## config.mk

```make
export PLATFORM = sky130hd
export DESIGN_NAME = store_buffer
export DESIGN_NICKNAME = d
export VERILOG_FILES = /design/src/rtl/store_buffer_pkg.sv /design/src/rtl/sb_lane_gen.sv /design/src/rtl/store_buffer.sv
export SDC_FILE = /design/constraint.sdc
export NUM_CORES = 1
export LEC_CHECK = 0
export CAP_MARGIN = 10
export CELL_PAD_IN_SITES_DETAIL_PLACEMENT = 1
export CELL_PAD_IN_SITES_GLOBAL_PLACEMENT = 2
export CORE_AREA = 2 2 176 195
export DETAILED_ROUTE_END_ITERATION = 12
export DIE_AREA = 0 0 178 197
export DONT_BUFFER_PORTS = 1
export GPL_TIMING_DRIVEN = 1
export HOLD_SLACK_MARGIN = 0.15
export PLACE_DENSITY_LB_ADDON = 0.1
export SKIP_LAST_GASP = 1
export SYNTH_ARGS = -nofsm -noshare
export SYNTH_HDL_FRONTEND = slang
export SYNTH_SLANG_ARGS = --single-unit
```

## constraint.sdc

```tcl
create_clock -name clk -period 13.3 [get_ports clk]
set_clock_uncertainty 0.15 [all_clocks]
set_input_delay 2.66 -clock clk [delete_from_list [all_inputs] [get_ports clk]]
set_output_delay 2.66 -clock clk [all_outputs]
set_load 0.05 [all_outputs]
```

## src/rtl/store_buffer_pkg.sv

```systemverilog
// Shared store-buffer types: op encodings and the queued entry layout.
package store_buffer_pkg;

  localparam int SB_MAX_ADDR_W = 64;

  localparam logic [2:0] SB_OP_WORD   = 3'b000;
  localparam logic [2:0] SB_OP_BYTE_A = 3'b001;
  localparam logic [2:0] SB_OP_BYTE_B = 3'b010;
  localparam logic [2:0] SB_OP_HALF_A = 3'b011;
  localparam logic [2:0] SB_OP_HALF_B = 3'b100;

  // addr holds the word-aligned address zero-extended to SB_MAX_ADDR_W.
  typedef struct packed {
    logic                     valid;
    logic [SB_MAX_ADDR_W-1:0] addr;
    logic [3:0]               byteen;
    logic [31:0]              data;
  } sb_entry_t;

endpackage

```

## src/rtl/sb_lane_gen.sv

```systemverilog
// Combinational store decode: op/addr/data -> byte enables, lane-shifted data, misalignment.
module sb_lane_gen
  import store_buffer_pkg::*;
(
  input  logic [2:0]  op_i,
  input  logic [1:0]  addr_lo_i,
  input  logic [31:0] data_i,
  output logic [3:0]  byteen_o,
  output logic [31:0] wdata_o,
  output logic        misaligned_o,
  output logic        op_valid_o
);

  always_comb begin
    byteen_o     = 4'b0000;
    wdata_o      = 32'h0;
    misaligned_o = 1'b0;
    op_valid_o   = 1'b1;
    case (op_i)
      SB_OP_WORD: begin
        byteen_o     = 4'b1111;
        wdata_o      = data_i;
        misaligned_o = (addr_lo_i != 2'b00);
      end
      SB_OP_BYTE_A, SB_OP_BYTE_B: begin
        byteen_o = 4'b0001 << addr_lo_i;
        wdata_o  = {24'h0, data_i[7:0]} << {addr_lo_i, 3'b000};
      end
      SB_OP_HALF_A, SB_OP_HALF_B: begin
        byteen_o     = addr_lo_i[1] ? 4'b1100 : 4'b0011;
        wdata_o      = addr_lo_i[1] ? {data_i[15:0], 16'h0} : {16'h0, data_i[15:0]};
        misaligned_o = addr_lo_i[0];
      end
      default: op_valid_o = 1'b0;
    endcase
  end

endmodule

```

## src/rtl/store_buffer.sv

```systemverilog
// Circular store buffer between MEM and data memory with load-conflict detection.
// Optional STORE_BUFFER_MERGE_EN folds same-word stores into the youngest non-head entry.
module store_buffer
  import store_buffer_pkg::*;
#(
  parameter int DEPTH  = 4,
  parameter int ADDR_W = 32,
  parameter int CNT_W  = $clog2(DEPTH + 1)
) (
  input  logic              clk,
  input  logic              reset,
  input  logic              st_valid,
  output logic              st_ready,
  input  logic [2:0]        st_op,
  input  logic [ADDR_W-1:0] st_addr,
  input  logic [31:0]       st_data,
  output logic              st_exc,
  output logic              mem_valid,
  input  logic              mem_ready,
  output logic [ADDR_W-1:0] mem_addr,
  output logic [3:0]        mem_byteen,
  output logic [31:0]       mem_wdata,
  input  logic [ADDR_W-1:0] ld_addr,
  output logic              ld_conflict,
  output logic [CNT_W-1:0]  count,
  output logic              empty
);

  localparam int PTR_W = (DEPTH > 1) ? $clog2(DEPTH) : 1;

  sb_entry_t        entries_q [DEPTH];
  sb_entry_t        entries_d [DEPTH];
  sb_entry_t        head;
  logic [PTR_W-1:0] wr_ptr_q, wr_ptr_d;
  logic [PTR_W-1:0] rd_ptr_q, rd_ptr_d;
  logic [CNT_W-1:0] count_q, count_d;

  logic [3:0]        new_byteen;
  logic [31:0]       new_wdata;
  logic              misaligned;
  logic              op_valid;
  logic              full;
  logic              enq_ok;
  logic              merge_hit;
  logic              do_enq;
  logic              do_deq;
  logic [ADDR_W-3:0] st_word;
  logic              unused_ok;

  sb_lane_gen u_lane_gen (
    .op_i        (st_op),
    .addr_lo_i   (st_addr[1:0]),
    .data_i      (st_data),
    .byteen_o    (new_byteen),
    .wdata_o     (new_wdata),
    .misaligned_o(misaligned),
    .op_valid_o  (op_valid)
  );

  assign st_word   = st_addr[ADDR_W-1:2];
  assign full      = (count_q == CNT_W'(DEPTH));
  assign empty     = (count_q == '0);
  assign count     = count_q;
  assign st_ready  = !full;
  assign st_exc    = st_valid && misaligned;
  assign enq_ok    = st_valid && st_ready && !misaligned && op_valid;
  assign mem_valid = !empty;
  assign do_deq    = mem_valid && mem_ready;
  assign do_enq    = enq_ok && !merge_hit;

`ifdef STORE_BUFFER_MERGE_EN
  logic [PTR_W-1:0] young_ptr;
  assign young_ptr = wr_ptr_q - PTR_W'(1);
  // count >= 2 keeps the head (possibly mid-handshake) out of reach.
  assign merge_hit = enq_ok && (count_q >= CNT_W'(2)) &&
                     (entries_q[young_ptr].addr[ADDR_W-1:2] == st_word);
`else
  assign merge_hit = 1'b0;
`endif

  assign head       = entries_q[rd_ptr_q];
  assign mem_addr   = mem_valid ? head.addr[ADDR_W-1:0] : '0;
  assign mem_byteen = mem_valid ? head.byteen : 4'b0000;
  assign mem_wdata  = mem_valid ? head.data : 32'h0;

  always_comb begin
    for (int i = 0; i < DEPTH; i++) entries_d[i] = entries_q[i];
    wr_ptr_d = wr_ptr_q;
    rd_ptr_d = rd_ptr_q;
    count_d  = count_q + CNT_W'(do_enq) - CNT_W'(do_deq);
    if (do_deq) begin
      entries_d[rd_ptr_q].valid = 1'b0;
      rd_ptr_d = rd_ptr_q + PTR_W'(1);
    end
    if (do_enq) begin
      entries_d[wr_ptr_q].valid  = 1'b1;
      entries_d[wr_ptr_q].addr   = SB_MAX_ADDR_W'({st_word, 2'b00});
      entries_d[wr_ptr_q].byteen = new_byteen;
      entries_d[wr_ptr_q].data   = new_wdata;
      wr_ptr_d = wr_ptr_q + PTR_W'(1);
    end
`ifdef STORE_BUFFER_MERGE_EN
    if (merge_hit) begin
      entries_d[young_ptr].byteen = entries_q[young_ptr].byteen | new_byteen;
      for (int b = 0; b < 4; b++) begin
        if (new_byteen[b]) entries_d[young_ptr].data[8*b +: 8] = new_wdata[8*b +: 8];
      end
    end
`endif
  end

  always_comb begin
    ld_conflict = 1'b0;
    for (int i = 0; i < DEPTH; i++) begin
      if (entries_q[i].valid && (entries_q[i].addr[ADDR_W-1:2] == ld_addr[ADDR_W-1:2]))
        ld_conflict = 1'b1;
    end
  end

  always_comb begin
    unused_ok = ^ld_addr[1:0];
    for (int i = 0; i < DEPTH; i++) unused_ok = unused_ok ^ (^entries_q[i].addr);
  end

  always_ff @(posedge clk or posedge reset) begin
    if (reset) begin
      for (int i = 0; i < DEPTH; i++) entries_q[i] <= '0;
      wr_ptr_q <= '0;
      rd_ptr_q <= '0;
      count_q  <= '0;
    end else begin
      for (int i = 0; i < DEPTH; i++) entries_q[i] <= entries_d[i];
      wr_ptr_q <= wr_ptr_d;
      rd_ptr_q <= rd_ptr_d;
      count_q  <= count_d;
    end
  end

endmodule

```

==> flow_summary.yaml, run 1 <==
pwr:
  p_sw_share_pct: 43.35
  p_leak_nw: 6.450
  p_clk_share_pct: 20.1
  p_sw_mw: 1.898
  power.density_nw_per_um2: 285.1
  p_comb_share_pct: 44.4
  max-vdd-ir-drop_v: 0.0001050
  seq_power_share_pct: 35.4
  intPower_mw: 2.480
placement:
  dp.final_hpwl_um: 26100
  port_buffers: 0
  post-place-ws_ns: 6.263
  gp_congestion: 0.8121
critical_path:
  cp.arrival_ns: 4.24
  critPathKind: "in2out"
  worstSetupEndpointType: "output pin"
  crit_fanout: 4
  cp.required_ns: 10.49
  startpoint_type: "input pin"
clocking:
  cts_sinks: 275
  numCtsBuffers: 34
  cts_tree: "yes"
  cts_resized: 0
  clockBufferDepth: 3
  clkLatencyLatePin_ns: 0.50
  cts_hold_buf: 0
  cts_setup_buffers: 0
  cts.htree.levels: 2
  clkTransAtPathRegs_ns: 0.05
  cts-root-buf: "clkbuf_16"
synth:
  synth_edf_count: 0
  syn_avg_cell_area_um2: 12.24
  ys_seq_elements: 275
  synth_cell_types: 44
  yosysSeqAreaShare_pct: 48.91
  yosysWarnings: 0
  synth_flop_cell: "dfrtp_1"
  postSynthCellCount: 1149
  async_flop_share_pct: 100.0
  synthesis.area_um2: 14070
detailed_routing:
  dr.first_iter.drc_count: 389
  wl_um: 39490
  vias: 8720
  routed_via_density: 5.590
  postRouteAntennaNets: 0
  drc: 0
  drt_first_pass_iters: 5
  wl_per_cell_um: 25.32
final_layout:
  drive_above_1_share_pct: 23.34
  layout_common_cells: "dfrtp_1 (273), nand2_1 (136), mux2_2 (126), o21ai_0 (113), xnor2_1 (80)"
  nNetsFinal: 1222
  layout_commonest_cell: "dfrtp_1"
  fillCellCount: 3390
  final_util_pct: 46.51
  syn2layout_area_growth_pct: 9.160
sta:
  setup_viol: 0
  rsz0062_at_grt: "no"
  tightest_slew_ns: 1.110
  period_needed_ns: 7.046
  relSlewSlack_pct: 25.63
  fin_crit_sh_pct: 52.98
  hold_viol: 0
  final_max_slew_viol_count: 0
  post-route-worst-setup-slack_ns: 6.254
  tns_ns: 0
  max_clock_freq_mhz: 141.9
floorplanning:
  rows: 70
  io_pins: 179
  dieHeight_um: 197
  design.die.area_um2: 35070
  coreArea_um2: 33020
  die_w_um: 178
  start_util_pct: 42.61
global_route:
  antenna_found_initial: 0
  grt_use_total_pct: 23.09
  grt_pass1_wl_um: 60350
  grt_max_degree: 173
  overflow: 0
  grt_pass1_vias: 9485
run:
  maxCapViolations: 0
min_path:
  hp-class: "reg2reg"
outcome:
  status: "completed"
## logic make-up after synthesis
group | after synthesis | synth area share [%]
XOR/XNOR | 125 | 7.782
other | 1 | 0.02666
buffers and inverters | 95 | 3.362
AO/OA/AOI/OAI | 148 | 6.030
multiplexers | 219 | 22.81
AND/OR/NAND/NOR | 275 | 10.04
adder cells (fa/ha/maj) | 11 | 1.032
flip-flops | 275 | 48.91
## worst max-delay path: stages
cell     delay (ns)
xnor2_1        0.47
nand4_1        0.28
nor4_1         0.23
nand4_1        0.12
nand4_1        0.47
## through the flow
step	instances	total power, mW	instance area, um2	hold WS (ns)
finish	1560	4.379	15360	0.3244
global route	1559	4.632	15350	0.3479
CTS	1559	4.445	15350	0.3303
detailed placement	1504	3.542	14300	0.3176
global placement	1504	3.500	14300	0.3070
floorplan	1150	3.131	14070	0.2941
## Yosys cell counts, types with 3 or more instances
library cell,number,area share [%]
buf_6,5,0.40
nand2_1,136,3.6
nor3b_1,3,0.16
clkbuf_1,32,0.85
buf_4,10,0.53
nand4_1,25,1.1
mux4_2,66,11
a22oi_1,17,0.91
nor2b_1,3,0.13
nand4_2,4,0.36
mux2_1,27,2.2
and2_1,75,3.3
ha_1,10,0.89
buf_1,6,0.16
o21ai_0,113,4.0
a221o_1,8,0.57
mux2_2,126,10
buf_2,33,1.2
inv_1,9,0.24
nor4_1,16,0.71
dfrtp_1,275,49
xnor2_1,80,5.0
xor2_1,45,2.8
## power groups by stage
stage	clock, mW	sequential (mW)	combinational, mW
6_report	0.881	1.55	1.95
5_1_grt	0.939	1.61	2.08
4_1_cts	0.907	1.56	1.98
3_5_place_dp	0	1.57	1.97
3_3_place_gp	0	1.55	1.95
2_1_floorplan	0	1.44	1.69
## worst paths after layout
check,from,end,slack (ns),depth (start not counted)
max in group asynchronous,reset,rd_ptr_q[1]$_DFFE_PP0P_,9.58,2
setup reg to reg,count[2]$_DFF_PP0_,count[2]$_DFF_PP0_,9.44,9
hold / removal,entries_q[338]$_DFFE_PP0P_,entries_q[338]$_DFFE_PP0P_,0.32,2
setup / recovery,ld_addr[26],ld_conflict,6.25,5
min in group asynchronous,reset,entries_q[58]$_DFFE_PP0P_,1.92,1
hold reg to reg,entries_q[338]$_DFFE_PP0P_,entries_q[338]$_DFFE_PP0P_,0.32,2
## routing by layer
layer	vias up	global-route usage, %	part of all wire, %
met4	0	5.100	1.9
met3	45	4.958	5.5
met1	4504	29.17	42
met5	-	0	0
li1	3977	-	-
met2	194	40.51	51
## flip-flops by register name, indices dropped and copies added, names as in the netlist
name and count:
count 3, wr_ptr_q 2, rd_ptr_q 2, entries_q 268
## final cells by class
class,instances,area [um2],area share [%]
Timing Repair Buffer,8,72.57,0.4725
Multi-Input combinational cell,780,6759,44.01
Antenna cell,1,2.502,0.01629
Clock buffer,48,1017,6.624
Clock inverter,7,35.03,0.2281
Tap cell,432,540.5,3.520
Inverter,9,41.29,0.2689
Sequential cell,275,6889,44.86
No activity file was read; power rests on OpenSTA's default activity.
==> run 2, diff against run 1 <==
clock period = 6.8 ns   (was 13.3 ns; I/O delays follow)
==> run 2 against run 1 <==
- highest routed layer unchanged
- die area stayed put
- worst hold slack better by 0.0013 ns
- critical path type is now reg2out
- sequential power is 100% higher
- sequential cell count stayed put
- sequential share of layout area is 0.21 points lower
- final cell count is 0.64% higher
- via count is 0.33% lower
- worst setup slack worse by 4.1 ns
- global-route usage hardly changed
- clock power is 100% higher
==> flow_summary.yaml, run 2 (synthesized netlist as in run 1, its figures left out) <==
outcome:
  status: "completed"
final_layout:
  final_area_um2: 15430
  largest_reg_flops: 268
  nNetsFinal: 1226
  n_antenna_cell: 0
  drive_above_1_share_pct: 23.46
  syn2layout_area_growth_pct: 9.667
  area.sequential_um2: 6889
  final_util_pct: 46.73
  fillCellCount: 3409
  regMostFlops: "entries_q"
  layout_common_cells: "dfrtp_1 (273), nand2_1 (136), mux2_2 (126), o21ai_0 (113), xnor2_1 (80)"
  multi_input_area_um2: 6759
  layout_commonest_cell: "dfrtp_1"
clocking:
  clockBufferDepth: 3
  numCtsBuffers: 34
  cts_sinks: 275
  cts.htree.levels: 2
  cts_setup_buffers: 0
  clkTransAtPathRegs_ns: 0.06
  cts_tree: "yes"
  cts-root-buf: "clkbuf_16"
  clkLatencyLatePin_ns: 0.50
  cts_resized: 0
  cts_hold_buf: 0
critical_path:
  crit_path_start: "rd_ptr_q[0]$_DFFE_PP0P_"
  crit_fanout: 51
  cp.required_ns: 5.29
  critPathKind: "reg2out"
  worstSetupEndpointType: "output pin"
  startpoint_type: "register"
  r2r_start: "count[1]$_DFF_PP0_"
  cp.arrival_ns: 3.11
global_route:
  grt_use_total_pct: 23.13
  antenna_found_initial: 1
  overflow: 0
  grt_pass1_wl_um: 60440
  grt_pass1_vias: 9524
  grt_max_degree: 75
detailed_routing:
  wl_per_cell_um: 25.16
  drt_first_pass_iters: 4
  vias: 8691
  wl_um: 39500
  routed_via_density: 5.536
  dr.first_iter.drc_count: 490
  postRouteAntennaNets: 0
  drc: 0
min_path:
  hold_start: "entries_q[322]$_DFFE_PP0P_"
  hp-class: "reg2reg"
pwr:
  max-vdd-ir-drop_v: 0.0002195
  p_leak_nw: 6.481
  p_comb_share_pct: 43.0
  total_power_mw: 8.632
  p_sw_share_pct: 43.06
  power.density_nw_per_um2: 559.5
  p_sw_mw: 3.717
  intPower_mw: 4.915
  p_clk_share_pct: 20.9
  seq_power_share_pct: 36.2
placement:
  port_buffers: 0
  gp_congestion: 0.8086
  dp.final_hpwl_um: 26490
  dpl_cell_area_um2: 14320
sta:
  tns_ns: 0
  final_max_slew_viol_count: 0
  fin_crit_sh_pct: 68.01
  tightest_slew_ns: 1.058
  hold_viol: 0
  period_needed_ns: 4.625
  max_clock_freq_mhz: 216.2
  relSlewSlack_pct: 29.47
  setup_viol: 0
  rsz0062_at_grt: "no"
floorplanning:
  dieHeight_um: 197
  io_pins: 179
  design.die.area_um2: 35070
  rows: 70
  start_util_pct: 42.61
  coreArea_um2: 33020
  die_w_um: 178
run:
  maxCapViolations: 0
## run 2: routing by layer
metal / vias up / share of wire [%] / GRT usage (%)
li1: 3987 / - / -
met1: 4456 / 41 / 28.53
met2: 200 / 50 / 40.09
met3: 48 / 6.3 / 5.768
met4: 0 / 2.5 / 6.527
met5: - / 0 / 0
## run 2: power by group through the flow
stage                     combinational, mW  clock [mW]  sequential, mW
final                                  3.71        1.80            3.12
after global routing                   3.97        1.91            3.25
after CTS                              3.78        1.85            3.14
after detailed placement               3.77           0            3.16
after global placement                 3.72           0            3.13
after floorplan                        3.31           0            2.82
## run 2: area by class of cell
| cell class | count | share of cell area, % |
|---|---|---|
| multi-input combinational | 780 | 43.81 |
| sequential | 275 | 44.65 |
| tap | 432 | 3.503 |
| timing repair buffer | 12 | 0.5839 |
| clock inverter | 6 | 0.3568 |
| clock buffer | 56 | 6.853 |
| inverter | 9 | 0.2433 |
## run 2: critical path, cell delays in order (launching register included)
cell,delay [ns]
dfrtp_4,1.13
buf_4,0.50
mux4_2,0.61
and2_1,0.36
## run 2: path summary, 6_finish.rpt
kind / endpoint / slack (ns) / cells after the start
worst max-delay path: mem_wdata[26] / 2.18 / 3
worst min-delay path: entries_q[322]$_DFFE_PP0P_ / 0.33 / 2
worst max register to register: entries_q[50]$_DFFE_PP0P_ / 3.16 / 5
worst min register to register: entries_q[322]$_DFFE_PP0P_ / 0.33 / 2
max in group asynchronous: entries_q[231]$_DFFE_PP0P_ / 4.56 / 2
min in group asynchronous: entries_q[260]$_DFFE_PP0P_ / 0.62 / 1
## run 2: through the flow
stage | hold WS [ns] | cells | worst slack (ns)
after detailed placement | 0.3173 | 1508 | 2.389
final | 0.3258 | 1570 | 2.175
after CTS | 0.3308 | 1570 | 2.031
after floorplan | 0.2941 | 1150 | 1.653
after global routing | 0.3472 | 1570 | 1.973
after global placement | 0.3065 | 1508 | 2.380
==> run 3, diff against run 2 <==
ABC_AREA = 1   (was default)
CORE_AREA = 2 2 199 221   (was 2 2 176 195)
DIE_AREA = 0 0 201 223   (was 0 0 178 197)
clock period = 4.5 ns   (was 6.8 ns; I/O delays follow)
==> run 3 against run 2 <==
- worst setup slack worse by 1.7 ns
- die area increased by 28%
- power is 71% higher
- sequential power increased by 37%
- sequential share of layout area down 4.8 points
- via count is 64% higher
- count of clock-buffer cells in the layout is 7 lower
- sequential cell count unchanged
- synthesized area rose by 7.9%
- worst hold slack lost 0.015 ns
- first-iteration DRC count grew 40%
==> flow_summary.yaml, run 3 <==
critical_path:
  rr_endpoint: "count[2]$_DFF_PP0_"
  crit_chain: "inv_2, buf_4, a21oi_1, o21ai_0, a21oi_1, buf_4"
  cp_top_family: "buffers and inverters"
  cp.required_ns: 3.45
  cp.arrival_ns: 2.93
  startpoint_type: "register"
  worstSetupEndpointType: "output pin"
  cpMaxStageDelayCell: "dfrtp_4"
  reg2reg_slack_ns: 1.10
  crit_buf_inv: 3
  max_stage_delay_ns: 0.87
  crit_fanout: 36
  reg2reg_depth: 10
  critPathKind: "reg2out"
  worstSetupPathDepth: 6
  endpoint: "mem_wdata[14]"
  r2r_start: "count[1]$_DFF_PP0_"
  crit_path_start: "rd_ptr_q[1]$_DFFE_PP0P_"
sta:
  rsz0062_at_grt: "no"
  final_max_slew_viol_count: 0
  setup_viol: 0
  hold_viol: 0
  tightest_slew_ns: 0.8733
  relSlewSlack_pct: 41.78
  fin_crit_sh_pct: 88.49
  period_needed_ns: 3.982
  max_clock_freq_mhz: 251.1
global_route:
  grt_max_degree: 171
  antenna_found_initial: 0
  grt_use_total_pct: 26.18
  grt_pass1_wl_um: 89980
  overflow: 0
  grt_pass1_vias: 14770
synth:
  synth.largest_area_cell: "dfrtp_1"
  synth_flop_cell: "dfrtp_1"
  async_flop_share_pct: 100.0
  synthTopCellsByCount: "nand2_1 (795), o21ai_0 (283), dfrtp_1 (275), inv_1 (224), a21oi_1 (167)"
  synth_top_area_share_pct: 45.34
  ys_seq_elements: 275
  synthTopCellsByArea: "dfrtp_1 (45%), nand2_1 (20%), o21ai_0 (9.3%)"
  synth_edf_count: 0
  synthesis.area_um2: 15180
  syn_avg_cell_area_um2: 7.001
  synth_cell_types: 32
  postSynthCellCount: 2168
  yosysWarnings: 0
  yosysSeqAreaShare_pct: 45.34
  yosysMostFrequentCell: "nand2_1"
pwr:
  power.density_nw_per_um2: 856.3
  max-vdd-ir-drop_v: 0.0006041
  p_leak_nw: 8.453
  total_power_mw: 14.80
detailed_routing:
  wl_per_cell_um: 21.13
  drc: 0
  wl_um: 58590
  dr.first_iter.drc_count: 686
  postRouteAntennaNets: 0
  routed_via_density: 5.149
  vias: 14280
  drt_first_pass_iters: 4
placement:
  port_buffers: 0
  gp_congestion: 0.8617
  dp.final_hpwl_um: 38850
  placed_cells: 2712
clocking:
  cts_setup_buffers: 0
  cts.htree.levels: 2
  clkLatencyLatePin_ns: 0.55
  cts-root-buf: "clkbuf_16"
  cts_sinks: 275
  cts_resized: 0
  cts_tree: "yes"
  numCtsBuffers: 35
  clockBufferDepth: 3
  clkTransAtPathRegs_ns: 0.06
min_path:
  hp-class: "in2reg"
final_layout:
  fillCellCount: 5392
  regMostFlops: "entries_q"
  nNetsFinal: 2290
  layout_commonest_cell: "nand2_1"
  n_antenna_cell: 0
  drive_above_1_share_pct: 7.594
  largest_reg_flops: 268
  syn2layout_area_growth_pct: 13.84
  layout_common_cells: "nand2_1 (795), o21ai_0 (283), dfrtp_1 (273), inv_1 (223), a21oi_1 (167)"
  finalNonFillerCells: 2773
floorplanning:
  design.die.area_um2: 44820
  dieHeight_um: 223
  coreArea_um2: 42740
  io_pins: 179
  rows: 80
  die_w_um: 201
  start_util_pct: 35.51
run:
  maxCapViolations: 0
outcome:
  status: "completed"
-- run 3: layout make-up --
cell class / instances / area (um2) / share of cell area, %
Inverter: 232 / 877.1 / 5.076
Multi-Input combinational cell: 1542 / 6884 / 39.84
Tap cell: 574 / 718.2 / 4.156
Clock inverter: 11 / 118.9 / 0.6879
Sequential cell: 275 / 6889 / 39.87
Clock buffer: 49 / 988.4 / 5.720
Timing Repair Buffer: 90 / 803.3 / 4.649
-- run 3: worst min path at each step --
stage | end | cells after the start | slack [ns] | from
5_1_grt | entries_q[38]$_DFFE_PP0P_ | 2 | 0.31 | st_addr[2]
6_report | entries_q[38]$_DFFE_PP0P_ | 2 | 0.31 | st_addr[2]
3_5_place_dp | entries_q[312]$_DFFE_PP0P_ | 2 | 0.30 | entries_q[312]$_DFFE_PP0P_
2_1_floorplan | entries_q[311]$_DFFE_PP0P_ | 2 | 0.29 | entries_q[311]$_DFFE_PP0P_
4_1_cts | entries_q[38]$_DFFE_PP0P_ | 2 | 0.28 | st_addr[2]
3_3_place_gp | entries_q[337]$_DFFE_PP0P_ | 2 | 0.30 | entries_q[337]$_DFFE_PP0P_
-- run 3: cell families (layout without fill, tap and decap cells) --
group,count (synthesis),after routing,share of synthesized area [%]
adders and majority gates,11,11,0.9562
and+or+nand+nor,996,996,25.83
AOI/OAI and AO/OA,519,519,17.65
DFF,275,275,45.34
buffers and inverters,352,382,9.397
xor gates and xnor gates,14,14,0.8079
other,1,2,0.02471
-- run 3: worst register-to-register path: stages (launching register included) --
cell     delay (ns)
dfrtp_1        0.62
nor3_2         0.34
buf_12         0.38
inv_1          0.34
nand2_1        0.19
inv_1          0.14
ha_1           0.31
inv_1          0.05
ha_1           0.19
fa_1           0.40
xor2_1         0.17
-- run 3: metal layers --
layer / share of wire [%] / GRT usage (%) / wire length [um] / vias to the layer above
li1: - / - / - / 6857
met1: 43 / 32.80 / 25430 / 7109
met2: 51 / 46.99 / 29600 / 247
met3: 4.2 / 4.280 / 2460 / 64
met4: 1.9 / 6.237 / 1097 / 0
met5: 0 / 0 / 0 / -
-- run 3: what timing repair did --
item | in CTS | in global routing
hold endpoints to repair | 9 | 0
setup endpoints to repair | 0 | 0
hold buffers | 1 | 0
-- run 3: stage by stage --
stage	utilization, %	TNS (ns)	setup WS (ns)	instance area (um2)	hold WS, ns
after floorplan	-	-51.53	-0.1874	15190	0.2866
after global placement	37.81	0	1.090	16160	0.2975
after detailed placement	37.81	0	1.062	16160	0.3032
after CTS	40.43	0	0.4714	17280	0.2825
after global routing	40.43	0	0.4055	17280	0.3132
final	40.43	0	0.5181	17280	0.3110
-- run 3: power by group --
| group | internal, mW | switching [mW] |
|---|---|---|
| combinational | 2.18 | 5.55 |
| clock | 1.65 | 1.15 |
| sequential | 3.53 | 0.743 |
